`config.mk`:
```
export PLATFORM = sky130hd
export DESIGN_NAME = fetch_sequencer
export DESIGN_NICKNAME = d
export VERILOG_FILES = /design/src/rtl/fetch_sequencer_pkg.sv /design/src/rtl/fetch_sequencer.sv
export SDC_FILE = /design/constraint.sdc
export NUM_CORES = 1
export LEC_CHECK = 0
export CAP_MARGIN = 20
export CORE_MARGIN = 3
export CORE_UTILIZATION = 27
export CTS_CLUSTER_SIZE = 25
export DETAILED_ROUTE_END_ITERATION = 10
export HOLD_SLACK_MARGIN = 0.1
export PLACE_DENSITY = 0.72
export SYNTH_ARGS = -nofsm -noshare
export SYNTH_HDL_FRONTEND = slang
export SYNTH_SLANG_ARGS = --single-unit
```
`constraint.sdc`:
```
create_clock -name clk -period 1.3 [get_ports clk]
set_input_delay 0.13 -clock clk [delete_from_list [all_inputs] [get_ports clk]]
set_output_delay 0.13 -clock clk [all_outputs]
set_load 0.005 [all_outputs]
```
`src/rtl/fetch_sequencer_pkg.sv`:
```
// Shared definitions for the fetch sequencer: FSM state encoding and the default
// interrupt vector.
package fetch_sequencer_pkg;

  typedef enum logic [1:0] {
    BOOT  = 2'd0,
    RUN   = 2'd1,
    FLUSH = 2'd2
  } fsm_state_t;

  localparam logic [7:0] IRQ_VEC_DEFAULT = 8'hF0;

endpackage

```
`src/rtl/fetch_sequencer.sv`:
```
// Fetch sequencer: drives PC enable/load/advance and pipeline flush from a
// BOOT/RUN/FLUSH FSM. Interrupt support is compiled in with FETCH_SEQ_IRQ_EN.
module fetch_sequencer
  import fetch_sequencer_pkg::*;
#(
  parameter logic [7:0]  IRQ_VEC      = IRQ_VEC_DEFAULT,
  parameter int unsigned FLUSH_CYCLES = 1
) (
  input  logic       clk,
  input  logic       rst,
  input  logic       stall_i,
  input  logic       imm_i,
  input  logic       br_taken_i,
  input  logic [7:0] br_target_i,
  input  logic       irq_i,
  input  logic       reti_i,
  input  logic [7:0] pc_i,
  output logic       pc_en_o,
  output logic       pc_load_o,
  output logic       pc_imm_o,
  output logic [7:0] pc_target_o,
  output logic       flush_o,
  output logic       irq_ack_o,
  output logic [1:0] state_o
);

  localparam logic [1:0] CNT_LOAD = 2'(FLUSH_CYCLES - 1);

  fsm_state_t state_q, state_d;
  logic [1:0] cnt_q, cnt_d;
  logic       in_run;
  logic       irq_entry;
  logic       reti_entry;
  logic [7:0] epc_val;

  assign in_run = (state_q == RUN);

`ifdef FETCH_SEQ_IRQ_EN
  logic [7:0] epc_q;
  logic       ie_q;
  logic       pending_q;
  logic       pending_now;

  // A request seen this cycle counts as pending immediately so entry needs no extra cycle.
  assign pending_now = pending_q | (irq_i & ie_q);
  assign reti_entry  = in_run & ~br_taken_i & reti_i;
  assign irq_entry   = in_run & ~br_taken_i & ~reti_i & pending_now & ~stall_i;
  assign epc_val     = epc_q;

  always_ff @(posedge clk or posedge rst) begin
    if (rst) begin
      epc_q     <= '0;
      ie_q      <= 1'b1;
      pending_q <= 1'b0;
    end else begin
      pending_q <= pending_now & ~irq_entry;
      if (irq_entry) begin
        epc_q <= pc_i;
        ie_q  <= 1'b0;
      end else if (reti_entry) begin
        ie_q  <= 1'b1;
      end
    end
  end
`else
  logic unused_irq_inputs;
  assign unused_irq_inputs = ^{irq_i, reti_i, pc_i};
  assign irq_entry  = 1'b0;
  assign reti_entry = 1'b0;
  assign epc_val    = '0;
`endif

  always_ff @(posedge clk or posedge rst) begin
    if (rst) begin
      state_q <= BOOT;
      cnt_q   <= '0;
    end else begin
      state_q <= state_d;
      cnt_q   <= cnt_d;
    end
  end

  always_comb begin
    state_d     = state_q;
    cnt_d       = cnt_q;
    pc_en_o     = 1'b0;
    pc_load_o   = 1'b0;
    pc_imm_o    = 1'b0;
    pc_target_o = '0;
    flush_o     = 1'b0;
    irq_ack_o   = 1'b0;
    unique case (state_q)
      BOOT: state_d = RUN;
      RUN: begin
        if (br_taken_i) begin
          pc_en_o     = 1'b1;
          pc_load_o   = 1'b1;
          pc_target_o = br_target_i;
          flush_o     = 1'b1;
          state_d     = FLUSH;
          cnt_d       = CNT_LOAD;
        end else if (reti_entry) begin
          pc_en_o     = 1'b1;
          pc_load_o   = 1'b1;
          pc_target_o = epc_val;
          flush_o     = 1'b1;
          state_d     = FLUSH;
          cnt_d       = CNT_LOAD;
        end else if (irq_entry) begin
          pc_en_o     = 1'b1;
          pc_load_o   = 1'b1;
          pc_target_o = IRQ_VEC;
          flush_o     = 1'b1;
          irq_ack_o   = 1'b1;
          state_d     = FLUSH;
          cnt_d       = CNT_LOAD;
        end else begin
          pc_en_o  = ~stall_i;
          pc_imm_o = imm_i & ~stall_i;
        end
      end
      FLUSH: begin
        flush_o = 1'b1;
        if (cnt_q == 2'd0) state_d = RUN;
        else               cnt_d   = cnt_q - 2'd1;
      end
      default: state_d = BOOT;
    endcase
  end

  assign state_o = state_q;

endmodule

```
; After elaboration in Yosys (flattened, before gate mapping)
; Cells that the tools add are included.
[word_totals]
out_inout_bits = 15
reg_bits = 4
inputBits = 23
[op_classes]
muxes = 15
bitwise = 2
add_sub_neg = 1
eq_ne = 5
reduce_logical = 5
[ops]
columns = op, count
row1 = 8-bit two-way mux, 2
row2 = 2-bit two-way mux, 4
row3 = 1-bit two-way mux, 6
row4 = "2-bit inequality test, second input constant", 3
row5 = 2-bit case mux with 3 select lines, 1
row6 = 2-bit zero test, 2
row7 = 2-bit case mux with 2 select lines, 1
row8 = 3-bit AND reduction, 1
row9 = "2-bit by 1-bit equality test with 1-bit output, second input constant", 1
row10 = "2-bit equality test, second input constant", 1
row11 = 1-bit case mux with 2 select lines, 1
row12 = 2-bit AND reduction, 1
row13 = 2-bit nonzero test, 1
row14 = "2-bit by 1-bit subtractor with 2-bit output, second input constant", 1
row15 = 1-bit AND, 1
row16 = 1-bit NOT, 1

; Depth between registers and ports, before layout
; Gate-level depths: netlist of run 1.
[depth]
word_depth = 4
ltp_mapped = 5
mapped_depth_nobuf = 5

; Worst setup path after synthesis of run 1
; No wires, ideal clock.
[synth_path]
path_type = register to register
start = register state_q[1], in the netlist state_o[1]
end = register state_q[1], in the netlist state_o[1]
setup_time_ns = 0.125
stages_incl_launch_ff = 6
t_required_ns = 1.175
period_less_slack_ns = 1.391
t_arrival_ns = 1.266
path_slack_ns = -0.091
cell_sequence = dfrtp_1 -> inv_1 -> ha_1 -> nor2b_4 -> a21oi_2 -> mux2_4
[synth_between]
elab_chain_cells = 3
[synth_lines]
columns = item, line
row1 = from (decl), fetch_sequencer.sv:29  ; fsm_state_t state_q, state_d;
row2 = from (signal assigned), fetch_sequencer.sv:78  ; state_q <= state_d;
row3 = 2-bit equality test / 2-bit by 1-bit equality test with 1-bit output (equally long branches), fetch_sequencer.sv:92  ; unique case (state_q)
row4 = 2-bit inequality test (no line), n/a
row5 = 2-bit AND reduction (no line), n/a
; Parallel ways exist; a longest one is shown, timed or not.
; A chain may end at the register's enable or synchronous reset.

; Final worst setup path of run 1
[layout_path]
start = register state_q[1], in the netlist state_o[1]
end = output flush_o
[layout_between]
elab_chain_cells = 2
[layout_lines]
columns = item, line
row1 = 2-bit equality test / 2-bit by 1-bit equality test with 1-bit output (equally long branches), fetch_sequencer.sv:92
row2 = 1-bit case mux with 2 select lines (*), fetch_sequencer.sv:92
row3 = to (decl), fetch_sequencer.sv:22  ; output logic flush_o,
; Every way passes the cells marked *; elsewhere a longest branch is shown, timed or not.

==> Flow_metrics.wiki, run 1 <==
{| class="wikitable"
! Metric !! Value
|-
| Result of the run || finished, violations left
|-
| Failing checks || setup timing
|-
| Post-synth design cell area || 427 sq um
|-
| Fraction of final layout cells sized beyond drive strength 1 || 0.600
|-
| Average instance area after synthesis || 9.48 sq um
|-
| Number of global-route vias before repair || 440
|-
| Core area || 1380 sq um
|-
| Total Neg Setup Slack || -1.83 ns
|-
| Fraction of the cycle the final worst path needs || 1.16
|-
| Number of nets in the finished design || 121
|-
| Power per cell area || 2050 nW/um^2
|-
| Met3 Routed Length || 28 um
|-
| Total of fill cells in the finished design || between 90 and 100
|-
| Utilization after layout || 0.722
|-
| Sum of routed wire length over all layers || 1.58 mm
|-
| Routed via count divided by cell count || around 4.5
|-
| WHS || about 0.55 ns
|-
| Critical-path maximum fanout || 2
|-
| Pin count of the biggest net entering global routing || 13
|-
| Area share of the largest cell type after synthesis || 0.235
|-
| Maximum VDD drop || 1560 uV
|-
| Sinks on the clock net || 4
|-
| Number of antenna violations at the first check in global routing || 0
|-
| Global-route wire length before repair || 1.97 mm
|-
| Antenna-violating nets left || 0
|-
| Most area-hungry cell type in the Yosys netlist || sky130_fd_sc_hd__dfrtp_1
|-
| Number of instances in the synthesized netlist || 45
|-
| Source-to-sink clock delay at the later pin of the worst-skew pair || 0.24 ns
|-
| Synth area leaders || sky130_fd_sc_hd__dfrtp_1 (23%), sky130_fd_sc_hd__ha_1 (21%), sky130_fd_sc_hd__and3_1 (12%), sky130_fd_sc_hd__mux2i_1 (7.0%), sky130_fd_sc_hd__inv_1 (6.2%)
|-
| Sequential share of the synthesized area || 0.235
|-
| Highest routed metal layer || met3
|-
| Global-route total usage across every layer || 0.134
|-
| Pre-antenna DRT Iters || 2
|-
| CP arrival || 1.38 ns
|-
| Initial standard-cell utilization of the core || 0.309
|-
| Final count of negative-setup-slack endpoints || 13
|-
| Yosys warning total || 0
|-
| Detailed-route via count || 474
|-
| Clock Tree Buf Depth || 2
|-
| Stage delay of the slowest cell on the critical path || 0.35 ns
|-
| Floorplan row count || 13
|-
| Clock Pin Slew Worst Setup and Hold Paths || roughly 0.04 ns
|-
| Number of buffers inserted by port buffering || 26
|-
| Number of remaining DRC errors || 0
|-
| Worst hold path class || reg2reg
|-
| Buffer cell driving the clock tree root || sky130_fd_sc_hd__clkbuf_4
|-
| Met1 routed wirelength after detailed routing || 626 um
|-
| Routed length per placed instance || around 15 um
|-
| Worst-case clock skew || 0.0000630 ns
|-
| Io pins || 38
|-
| Placement Setup Slack || -0.436 ns
|-
| Sort of element at the end of the critical path || primary output
|-
| Total met2 wirelength after detailed routing || 925 um
|-
| Storage cell area || 101 sq um
|-
| RSZ-0062 raised after global routing || true
|-
| Launching element type of the critical path || flip-flop
|-
| Highest attainable clock frequency || 661 MHz
|-
| CTS tree || done
|-
| Final critical-path setup slack || -0.213 ns
|-
| Data required, critical path || approximately 1.2 ns
|-
| Horiz. Die Dim || 45.8 um
|-
| Max Transition Viols Final || 0
|-
| Syn_nets || 75
|-
| H-tree Lvls || 1
|-
| Final number of hold-violating endpoints || 0
|-
| Final critical delay including setup and external delays || 1.51 ns
|-
| Detailed Route Iter0 Violations || 1
|-
| Leakage power summed over all cells || between 0.4 and 0.5 nW
|-
| Die footprint || 2090 sq um
|-
| RePlAce Congestion || between 0.6 and 0.7
|-
| Number of storage elements in the synthesis netlist || 4
|-
| Total congestion overflow || 0
|-
| Diode insertion count for antenna repair || 0
|-
| Chip Height || 45.8 um
|-
| Critical setup path kind || reg2out
|-
| Synthesis-to-layout area growth || 134%
|-
| Ordered cell list for the critical path || inv_2 -> buf_6 -> ha_4 -> and2_4 -> o21a_1 -> buf_2
|-
| Half-perimeter wire length after detailed placement || 1.02 mm
|-
| Number of buffers added by the clock tree synthesis step || 3
|-
| Max-cap violations || 0
|-
| Netlist cell types || 20
|-
| Multi-input gate area || 408 sq um
|-
| Max stage delay cell, worst path || sky130_fd_sc_hd__dfrtp_1
|}
-- worst paths after layout --
path | startpoint | to | slack (ns) | cells after the start
max in group asynchronous | rst | state_o[0] | 0.49 | 3
hold reg to reg | cnt_q[1] | cnt_q[1] | 0.55 | 2
min in group asynchronous | rst | cnt_q[0] | 0.64 | 3
setup reg to reg | state_o[1] | state_o[1] | -0.20 | 7
hold / removal | cnt_q[1] | cnt_q[1] | 0.55 | 2
setup / recovery | state_o[1] | flush_o | -0.21 | 6
-- state kept, by name, summed over array words and instances, names as in the netlist --
register	count
cnt_q	2
state_o	2
-- through the flow --
| step | total power [mW] | cells | cell area, sq um |
|---|---|---|---|
| CTS | 1.81 | 103 | 895 |
| finish | 2.04 | 105 | 998 |
| floorplan | 0.819 | 45 | 443 |
| detailed placement | 1.39 | 94 | 790 |
| global route | 2.17 | 105 | 998 |
| global placement | 1.35 | 94 | 790 |
-- kinds of logic after synthesis --
| family | share of synthesized area |
|---|---|
| AOI/OAI and AO/OA | 0.123 |
| adders and majority gates | 0.205 |
| buffers and inverters | 0.0968 |
| DFF | 0.235 |
| muxes | 0.106 |
| other | 0.00879 |
| and+or+nand+nor | 0.226 |
-- area by class of cell --
cell class / instances / area share
repair buffers: 44 / 0.419
multi-input cells: 31 / 0.409
flip-flops and latches: 4 / 0.102
clock buffers: 4 / 0.0263
inverters: 7 / 0.0263
well taps: 15 / 0.0188
-- cells in the mapped netlist, drive strengths merged --
master,count
inv,7
a21oi,1
or2b,1
o21a,1
a211oi,1
o32ai,1
nor2,1
conb,1
dfrtp,4
ha,7
mux2,1
clkbuf,2
nor2b,1
and2,1
buf,1
mux2i,3
a21boi,1
nor4bb,1
nand2,1
and3,8
-- layer usage --
metal / vias up / global-route usage
met5: - / 0
met4: 0 / 0.0511
met3: 0 / 0.0356
met2: 7 / 0.212
met1: 230 / 0.174
li1: 237 / -
-- placed cells by master (no fill, tap or decap), types with 2 or more instances in the layout --
cell                              count
sky130_fd_sc_hd__and3_4               8
sky130_fd_sc_hd__buf_2                3
sky130_fd_sc_hd__buf_4               10
sky130_fd_sc_hd__buf_6               16
sky130_fd_sc_hd__clkbuf_4             3
sky130_fd_sc_hd__clkdlybuf4s50_1     12
sky130_fd_sc_hd__dfrtp_1              3
sky130_fd_sc_hd__dlygate4sd2_1        2
sky130_fd_sc_hd__ha_1                 3
sky130_fd_sc_hd__ha_4                 3
sky130_fd_sc_hd__inv_1                5
sky130_fd_sc_hd__inv_2                2
sky130_fd_sc_hd__mux2i_1              3
-- report_power, final --
part,internal (mW),switching [mW]
sequential,0.190,0.0594
combinational,0.974,0.646
clock,0.116,0.0583
-- repair_timing --
action / 4_1_cts / 5_1_grt
setup endpoints to repair: 18 / 17
hold endpoints to repair: 4 / 0
setup buffers: 4 / 2
resized for setup: 72 / 14
pin swaps: 4 / 1
hold buffers: 1 / 0
-- worst max-delay path: cells and delay by family, from the launching register on --
family,cells,cell delay [ns]
buffers and inverters,3,0.31
flip-flops,1,0.35
AO/OA/AOI/OAI,1,0.17
adder cells (fa/ha/maj),1,0.16
AND/OR/NAND/NOR,1,0.16
Note: power is estimated with default switching activity, not from simulation.
==> run 2: changes to the inputs <==
- CORE_ASPECT_RATIO: unset -> 0.9
==> run 2 against run 1 <==
  * The flow still finishes with violations (setup timing)
  * Register-to-register slack got worse by 0.08 ns
  * Global-route usage rose by 1.1 points
  * Hold slack got worse by 0.031 ns
  * Largest cell class unchanged
  * Sequential power fell by 7%
  * Non-clock buffer count did not move
  * Die area barely moved
  * Final area fell by 5.1%
  * Combinational power fell by 11%
  * Clock power fell by 2%
==> Flow_metrics.wiki, run 2 (synthesis gave the netlist of run 1 again) <==
{| class="wikitable"
! Metric !! Value
|-
| Half-perimeter wire length after detailed placement || 997 um (-2.1%)
|-
| Source-to-sink clock delay at the later pin of the worst-skew pair || 0.24 ns (about the same)
|-
| Leading cell type in the layout, fill and taps excluded || sky130_fd_sc_hd__buf_6
|-
| Failing checks || setup timing
|-
| R2r endpoint || state_o[1]
|-
| Hold Path Stages || 2 (unchanged)
|-
| Max stage delay cell, worst path || sky130_fd_sc_hd__dfrtp_1
|-
| Clock Pin Slew Worst Setup and Hold Paths || 0.04 ns (about the same)
|-
| Ordered cell list for the critical path || buf_4 -> buf_4 -> ha_2 -> buf_4 -> a21oi_2 -> mux2_4
|-
| Dpl cells || 92 (-2.1%)
|-
| WHS || 0.519 ns (-0.0306 ns)
|-
| Sort of element at the end of the critical path || flip-flop
|-
| Critical-path maximum fanout || 5 (+3)
|-
| Highest attainable clock frequency || 633 MHz (-4.1%)
|-
| Global-route total usage across every layer || 0.146 (+0.0115)
|-
| Number of antenna violations at the first check in global routing || 0 (unchanged)
|-
| Number of buffers inserted by port buffering || 26 (unchanged)
|-
| Floorplan row count || 12 (-1)
|-
| Leading cell types in the layout, fill and taps excluded || sky130_fd_sc_hd__buf_6 (13), sky130_fd_sc_hd__clkdlybuf4s50_1 (12), sky130_fd_sc_hd__buf_4 (12)
|-
| RSZ-0062 raised after global routing || true
|-
| Number of cells on the worst reg-to-reg path || 6 (-1)
|-
| CTS tree || done
|-
| Number of buffers added by the clock tree synthesis step || 3 (unchanged)
|-
| Library cell appearing most often on the critical path || sky130_fd_sc_hd__buf_4
|-
| Total of fill cells in the finished design || 103 (+11%)
|-
| Chip Height || 43.7 um (-4.5%)
|-
| Initial standard-cell utilization of the core || 0.316 (+0.00714)
|-
| Total Neg Setup Slack || -1.94 ns (-0.116 ns)
|-
| Core area || 1350 sq um (-2.3%)
|-
| Reg2Reg Launch Point || state_o[1]
|-
| Sum of routed wire length over all layers || 1.33 mm (-16%)
|-
| Result of the run || finished, violations left
|-
| Total congestion overflow || 0 (unchanged)
|-
| Detailed-route via count || 469 (-1.1%)
|-
| Final number of hold-violating endpoints || 0 (unchanged)
|-
| Buffer cell driving the clock tree root || sky130_fd_sc_hd__clkbuf_4
|-
| Critical setup path kind || reg2reg
|-
| Pre-antenna DRT Iters || 4 (+2)
|-
| Fraction of the cycle the final worst path needs || 1.21 (+0.0502)
|-
| Clock Tree Buf Depth || 2 (unchanged)
|-
| Pin count of the biggest net entering global routing || 13 (unchanged)
|-
| Power per cell area || 1940 nW/um^2 (-5.2%)
|-
| Routed length per placed instance || 12.8 um (-15%)
|-
| Maximum VDD drop || 1260 uV (-19%)
|-
| Fraction of final layout cells sized beyond drive strength 1 || 0.578 (-0.0222)
|-
| Horiz. Die Dim || 47.9 um (+4.7%)
|-
| RePlAce Congestion || 0.719 (+12%)
|-
| Launching element type of the critical path || flip-flop
|-
| Data required, critical path || 1.42 ns (+0.25 ns)
|-
| Final count of negative-setup-slack endpoints || 16 (+3)
|-
| Global-route wire length before repair || 2.16 mm (+9.4%)
|-
| Leakage power summed over all cells || 0.466 nW (-0.85%)
|-
| Stage delay of the slowest cell on the critical path || 0.38 ns (+0.03 ns)
|-
| Hold Path Origin || cnt_q[1]
|-
| Storage cell area || 101 sq um (unchanged)
|-
| Max Transition Viols Final || 0 (unchanged)
|-
| Antenna-violating nets left || 0 (unchanged)
|-
| Buffers and inverters on the worst path || 3 (unchanged)
|-
| Die footprint || 2090 sq um (about the same)
|-
| Placement Setup Slack || -0.407 ns (+0.0296 ns)
|-
| Max-cap violations || 0 (unchanged)
|-
| Worst hold path class || reg2reg
|-
| Number of remaining DRC errors || 0 (unchanged)
|-
| Io pins || 38 (unchanged)
|-
| Diode insertion count for antenna repair || 0 (unchanged)
|-
| H-tree Lvls || 1 (unchanged)
|-
| Detailed Route Iter0 Violations || 5 (+4)
|-
| Slack of the worst reg-to-reg path || -0.28 ns (-0.08 ns)
|-
| Synthesis-to-layout area growth || 122%
|-
| Final critical delay including setup and external delays || 1.58 ns (+0.0653 ns)
|-
| Final critical-path setup slack || -0.279 ns (-0.0653 ns)
|-
| Sinks on the clock net || 4 (unchanged)
|-
| Number of nets in the finished design || 121 (unchanged)
|-
| Largest delay share family, worst path || buffers and inverters
|-
| Worst hold endpoint || cnt_q[1]
|-
| Routed via count divided by cell count || 4.51 (-0.10%)
|-
| Number of global-route vias before repair || 469 (+6.6%)
|-
| CP arrival || 1.70 ns (+0.32 ns)
|-
| Worst-case clock skew || 0.00739 ns (+0.00733 ns)
|-
| Count of placed standard cells in the final layout, fillers left out || 104 (-0.95%)
|-
| Multi-input gate area || 357 sq um (-13%)
|}
## run 2: layout make-up
cell class	instances	share of cell area
Timing Repair Buffer	44	0.443
Multi-Input combinational cell	31	0.376
Sequential cell	4	0.107
Clock buffer	4	0.0277
Inverter	7	0.0277
Tap cell	14	0.0185
## run 2: worst max path at each step
stage                     slack, ns        from          to  depth (start not counted)
after floorplan               -0.05  state_o[1]  state_o[1]                          5
after global placement        -0.40  br_taken_i     flush_o                          4
after detailed placement      -0.41  br_taken_i     flush_o                          4
after CTS                     -0.24  state_o[0]    cnt_q[0]                          6
after global routing          -0.35  state_o[1]    cnt_q[0]                          7
final                         -0.28  state_o[1]  state_o[1]                          6
## run 2: what timing repair did
item	CTS	global route
hold endpoints to repair	2	0
hold buffers	1	0
pin swaps	3	1
cloned	0	0
setup endpoints to repair	18	18
setup buffers	6	1
gates resized for setup	74	6
## run 2: layer usage
layer | GRT usage | routed length (um) | up-vias
li1 | - | - | 238
met1 | 0.197 | 587 | 221
met2 | 0.222 | 684 | 10
met3 | 0.0498 | 59 | 0
met4 | 0.0323 | 0 | 0
met5 | 0 | 0 | -
## run 2: where the power goes
part           switching, mW  internal (mW)  leakage (nW)
registers             0.0424          0.189        0.0505
logic                  0.551          0.885         0.401
clock network         0.0546          0.115        0.0150
## run 2: per-stage QoR
stage          utilization  total power [mW]  cell area, sq um
6_report             0.701              1.84               947
5_1_grt              0.701              2.01               947
4_1_cts              0.681              1.83               920
3_5_place_dp         0.578              1.36               781
3_3_place_gp         0.578              1.34               781
2_1_floorplan            -             0.819               443
## run 2: tightest hold or removal path, stage by stage, from the launching register on
cell and delay, ns:
sky130_fd_sc_hd__dfrtp_1 0.31, sky130_fd_sc_hd__inv_1 0.05, sky130_fd_sc_hd__mux2i_1 0.11
==> run 3: changes to the inputs <==
--- a/constraint.sdc
+++ b/constraint.sdc
@@ -3,2 +3,2 @@
 set_output_delay 0.13 -clock clk [all_outputs]
-set_load 0.005 [all_outputs]
+set_load 0.01 [all_outputs]
==> run 3 against run 2 <==
  * The flow still finishes with violations (setup timing)
  * Via count is 1.5% lower
  * Maximum frequency is 4.5% higher
  * Critical path depth is 1 higher
  * Cell count is 4.8% lower
  * Sequential share of layout area is 0.26 points higher
  * First-iteration DRC count is 40% lower
  * Final area is 1.2% lower
  * Die area stayed put
  * Setup slack better by 0.068 ns
  * Hold slack better by 0.014 ns
  * Core utilization is 0.83 points lower
  * Combinational power hardly changed
  * Critical path type unchanged
  * Critical endpoint unchanged
==> Flow_metrics.wiki, run 3 (synthesis gave the netlist of run 1 again) <==
{| class="wikitable"
! Metric !! Value
|-
| Power per cell area || 1980 nW/um^2 (+2.2%)
|-
| Final count of negative-setup-slack endpoints || 16 (unchanged)
|-
| Largest delay share family, worst path || flip-flops
|-
| CP arrival || 1.63 ns (-0.07 ns)
|-
| Number of antenna violations at the first check in global routing || 0 (unchanged)
|-
| Final critical delay including setup and external delays || 1.51 ns (-0.0676 ns)
|-
| Horiz. Die Dim || 47.9 um (unchanged)
|-
| Critical setup path kind || reg2reg
|-
| Core area || 1350 sq um (unchanged)
|-
| Total congestion overflow || 0 (unchanged)
|-
| Hold Path Origin || cnt_q[1]
|-
| Max-cap violations || 0 (unchanged)
|-
| H-tree Lvls || 1 (unchanged)
|-
| Leading cell type in the layout, fill and taps excluded || sky130_fd_sc_hd__buf_6
|-
| Chip Height || 43.7 um (unchanged)
|-
| Number of remaining DRC errors || 0 (unchanged)
|-
| Number of global-route vias before repair || 459 (-2.1%)
|-
| Count of placed standard cells in the final layout, fillers left out || 99 (-4.8%)
|-
| Ordered cell list for the critical path || inv_2 -> buf_6 -> ha_4 -> buf_6 -> nor2b_4 -> a21oi_4 -> mux2_4
|-
| Worst-case clock skew || 0.00336 ns (-0.00403 ns)
|-
| Die footprint || 2090 sq um (unchanged)
|-
| Launching element type of the critical path || flip-flop
|-
| Antenna-violating nets left || 0 (unchanged)
|-
| Stage delay of the slowest cell on the critical path || 0.36 ns (-0.02 ns)
|-
| Pre-antenna DRT Iters || 4 (unchanged)
|-
| Worst hold path class || reg2reg
|-
| Sum of routed wire length over all layers || 1.47 mm (+11%)
|-
| Sort of element at the end of the critical path || flip-flop
|-
| Pin count of the biggest net entering global routing || 13 (unchanged)
|-
| Max Transition Viols Final || 0 (unchanged)
|-
| Half-perimeter wire length after detailed placement || 1.08 mm (+8.7%)
|-
| Leakage power summed over all cells || 0.448 nW (-4.1%)
|-
| Initial standard-cell utilization of the core || 0.316 (unchanged)
|-
| Clock Pin Slew Worst Setup and Hold Paths || 0.04 ns (about the same)
|-
| Buffer cell driving the clock tree root || sky130_fd_sc_hd__clkbuf_4
|-
| Global-route total usage across every layer || 0.144 (-0.00217)
|-
| Data required, critical path || 1.41 ns (about the same)
|-
| Utilization after layout || 0.693 (-0.00833)
|-
| Reg2Reg Launch Point || state_o[1]
|-
| Fraction of the cycle the final worst path needs || 1.16 (-0.0520)
|-
| Result of the run || finished, violations left
|-
| RePlAce Congestion || 0.702 (-2.4%)
|-
| Maximum VDD drop || 1280 uV (+1.5%)
|-
| Number of buffers inserted by port buffering || 26 (unchanged)
|-
| Final critical-path setup slack || -0.211 ns (+0.0676 ns)
|-
| Routed length per placed instance || 14.9 um (+16%)
|-
| Launching instance or port of the critical path || state_o[1]
|-
| Detailed Route Iter0 Violations || 3 (-2)
|-
| WHS || 0.532 ns (+0.0138 ns)
|-
| Total of fill cells in the finished design || 112 (+8.7%)
|-
| CTS tree || done
|-
| Storage cell area || 103 sq um (+1.2%)
|-
| Leading cell types in the layout, fill and taps excluded || sky130_fd_sc_hd__buf_6 (12), sky130_fd_sc_hd__clkdlybuf4s50_1 (11), sky130_fd_sc_hd__buf_4 (9)
|-
| Number of nets in the finished design || 117 (-3.3%)
|-
| Critical-path maximum fanout || 3 (-2)
|-
| Synthesis-to-layout area growth || 119%
|-
| Source-to-sink clock delay at the later pin of the worst-skew pair || 0.24 ns (about the same)
|-
| Number of buffers added by the clock tree synthesis step || 3 (unchanged)
|-
| Dpl cells || 93 (+1.1%)
|-
| Diode insertion count for antenna repair || 0 (unchanged)
|-
| Global-route wire length before repair || 2.12 mm (-1.9%)
|-
| Max stage delay cell, worst path || sky130_fd_sc_hd__dfrtp_2
|-
| Final number of hold-violating endpoints || 0 (unchanged)
|-
| Multi-input gate area || 398 sq um (+12%)
|-
| Fraction of final layout cells sized beyond drive strength 1 || 0.612 (+0.0340)
|-
| Detailed-route via count || 462 (-1.5%)
|-
| Floorplan row count || 12 (unchanged)
|-
| Finished layout cell area || 936 sq um (-1.2%)
|-
| RSZ-0062 raised after global routing || true
|-
| Highest attainable clock frequency || 662 MHz (+4.5%)
|-
| Library cell appearing most often on the critical path || sky130_fd_sc_hd__buf_6
|-
| Routed via count divided by cell count || 4.67 (+3.5%)
|-
| Buffers and inverters on the worst path || 3 (unchanged)
|-
| Failing checks || setup timing
|-
| Sinks on the clock net || 4 (unchanged)
|-
| Io pins || 38 (unchanged)
|-
| Clock Tree Buf Depth || 2 (unchanged)
|-
| Area of placed instances || 792 sq um (+1.4%)
|}
==> run 3: worst paths after layout <==
path / slack [ns] / to / cells past startpoint
worst max-delay path: -0.21 / state_o[1] / 7
worst min-delay path: 0.53 / cnt_q[1] / 2
worst max register to register: -0.21 / state_o[1] / 7
worst min register to register: 0.53 / cnt_q[1] / 2
max in group asynchronous: 0.48 / state_o[1] / 3
min in group asynchronous: 0.65 / cnt_q[0] / 3
==> run 3: cell type report <==
type                            count  area share
Clock buffer                        3      0.0241
Inverter                            7      0.0281
Multi-Input combinational cell     31       0.425
Sequential cell                     4       0.110
Tap cell                           14      0.0187
Timing Repair Buffer               40       0.394
==> run 3: stage by stage <==
| step | TNS (ns) | power (mW) | worst slack [ns] |
|---|---|---|---|
| final | -1.73 | 1.86 | -0.211 |
| after global routing | -2.57 | 2.01 | -0.258 |
| after CTS | -1.89 | 1.74 | -0.222 |
| after detailed placement | -5.73 | 1.45 | -0.464 |
| after global placement | -5.32 | 1.40 | -0.443 |
| after floorplan | -0.0266 | 0.874 | -0.0266 |
==> run 3: worst reg2reg max path, cell delays in order, from the launching register on <==
cell                      delay, ns
sky130_fd_sc_hd__dfrtp_2       0.36
sky130_fd_sc_hd__inv_2         0.06
sky130_fd_sc_hd__buf_6         0.12
sky130_fd_sc_hd__ha_4          0.15
sky130_fd_sc_hd__buf_6         0.10
sky130_fd_sc_hd__nor2b_4       0.14
sky130_fd_sc_hd__a21oi_4       0.15
sky130_fd_sc_hd__mux2_4        0.31
==> run 3: per-layer routing <==
layer	vias up	global-route usage	share of wire
met5	-	0	0
met4	0	0.0484	0.0082
met3	2	0.0249	0.028
met2	12	0.253	0.57
met1	220	0.168	0.39
li1	228	-	-
==> run 3: repair_timing <==
action	in CTS	in global routing
setup buffers	2	0
pin swaps	2	2
setup endpoints to repair	18	16
hold buffers	1	0
endpoints found under the hold margin	4	0
gates resized for setup	69	13
==> run 3: report_power, final <==
group | internal [mW] | total [mW] | switching [mW] | leakage [nW]
Combinational | 0.833 | 1.45 | 0.616 | 0.385
Sequential | 0.192 | 0.244 | 0.0528 | 0.0492
Clock | 0.104 | 0.162 | 0.0581 | 0.0138
Total | 1.13 | 1.86 | 0.727 | 0.448
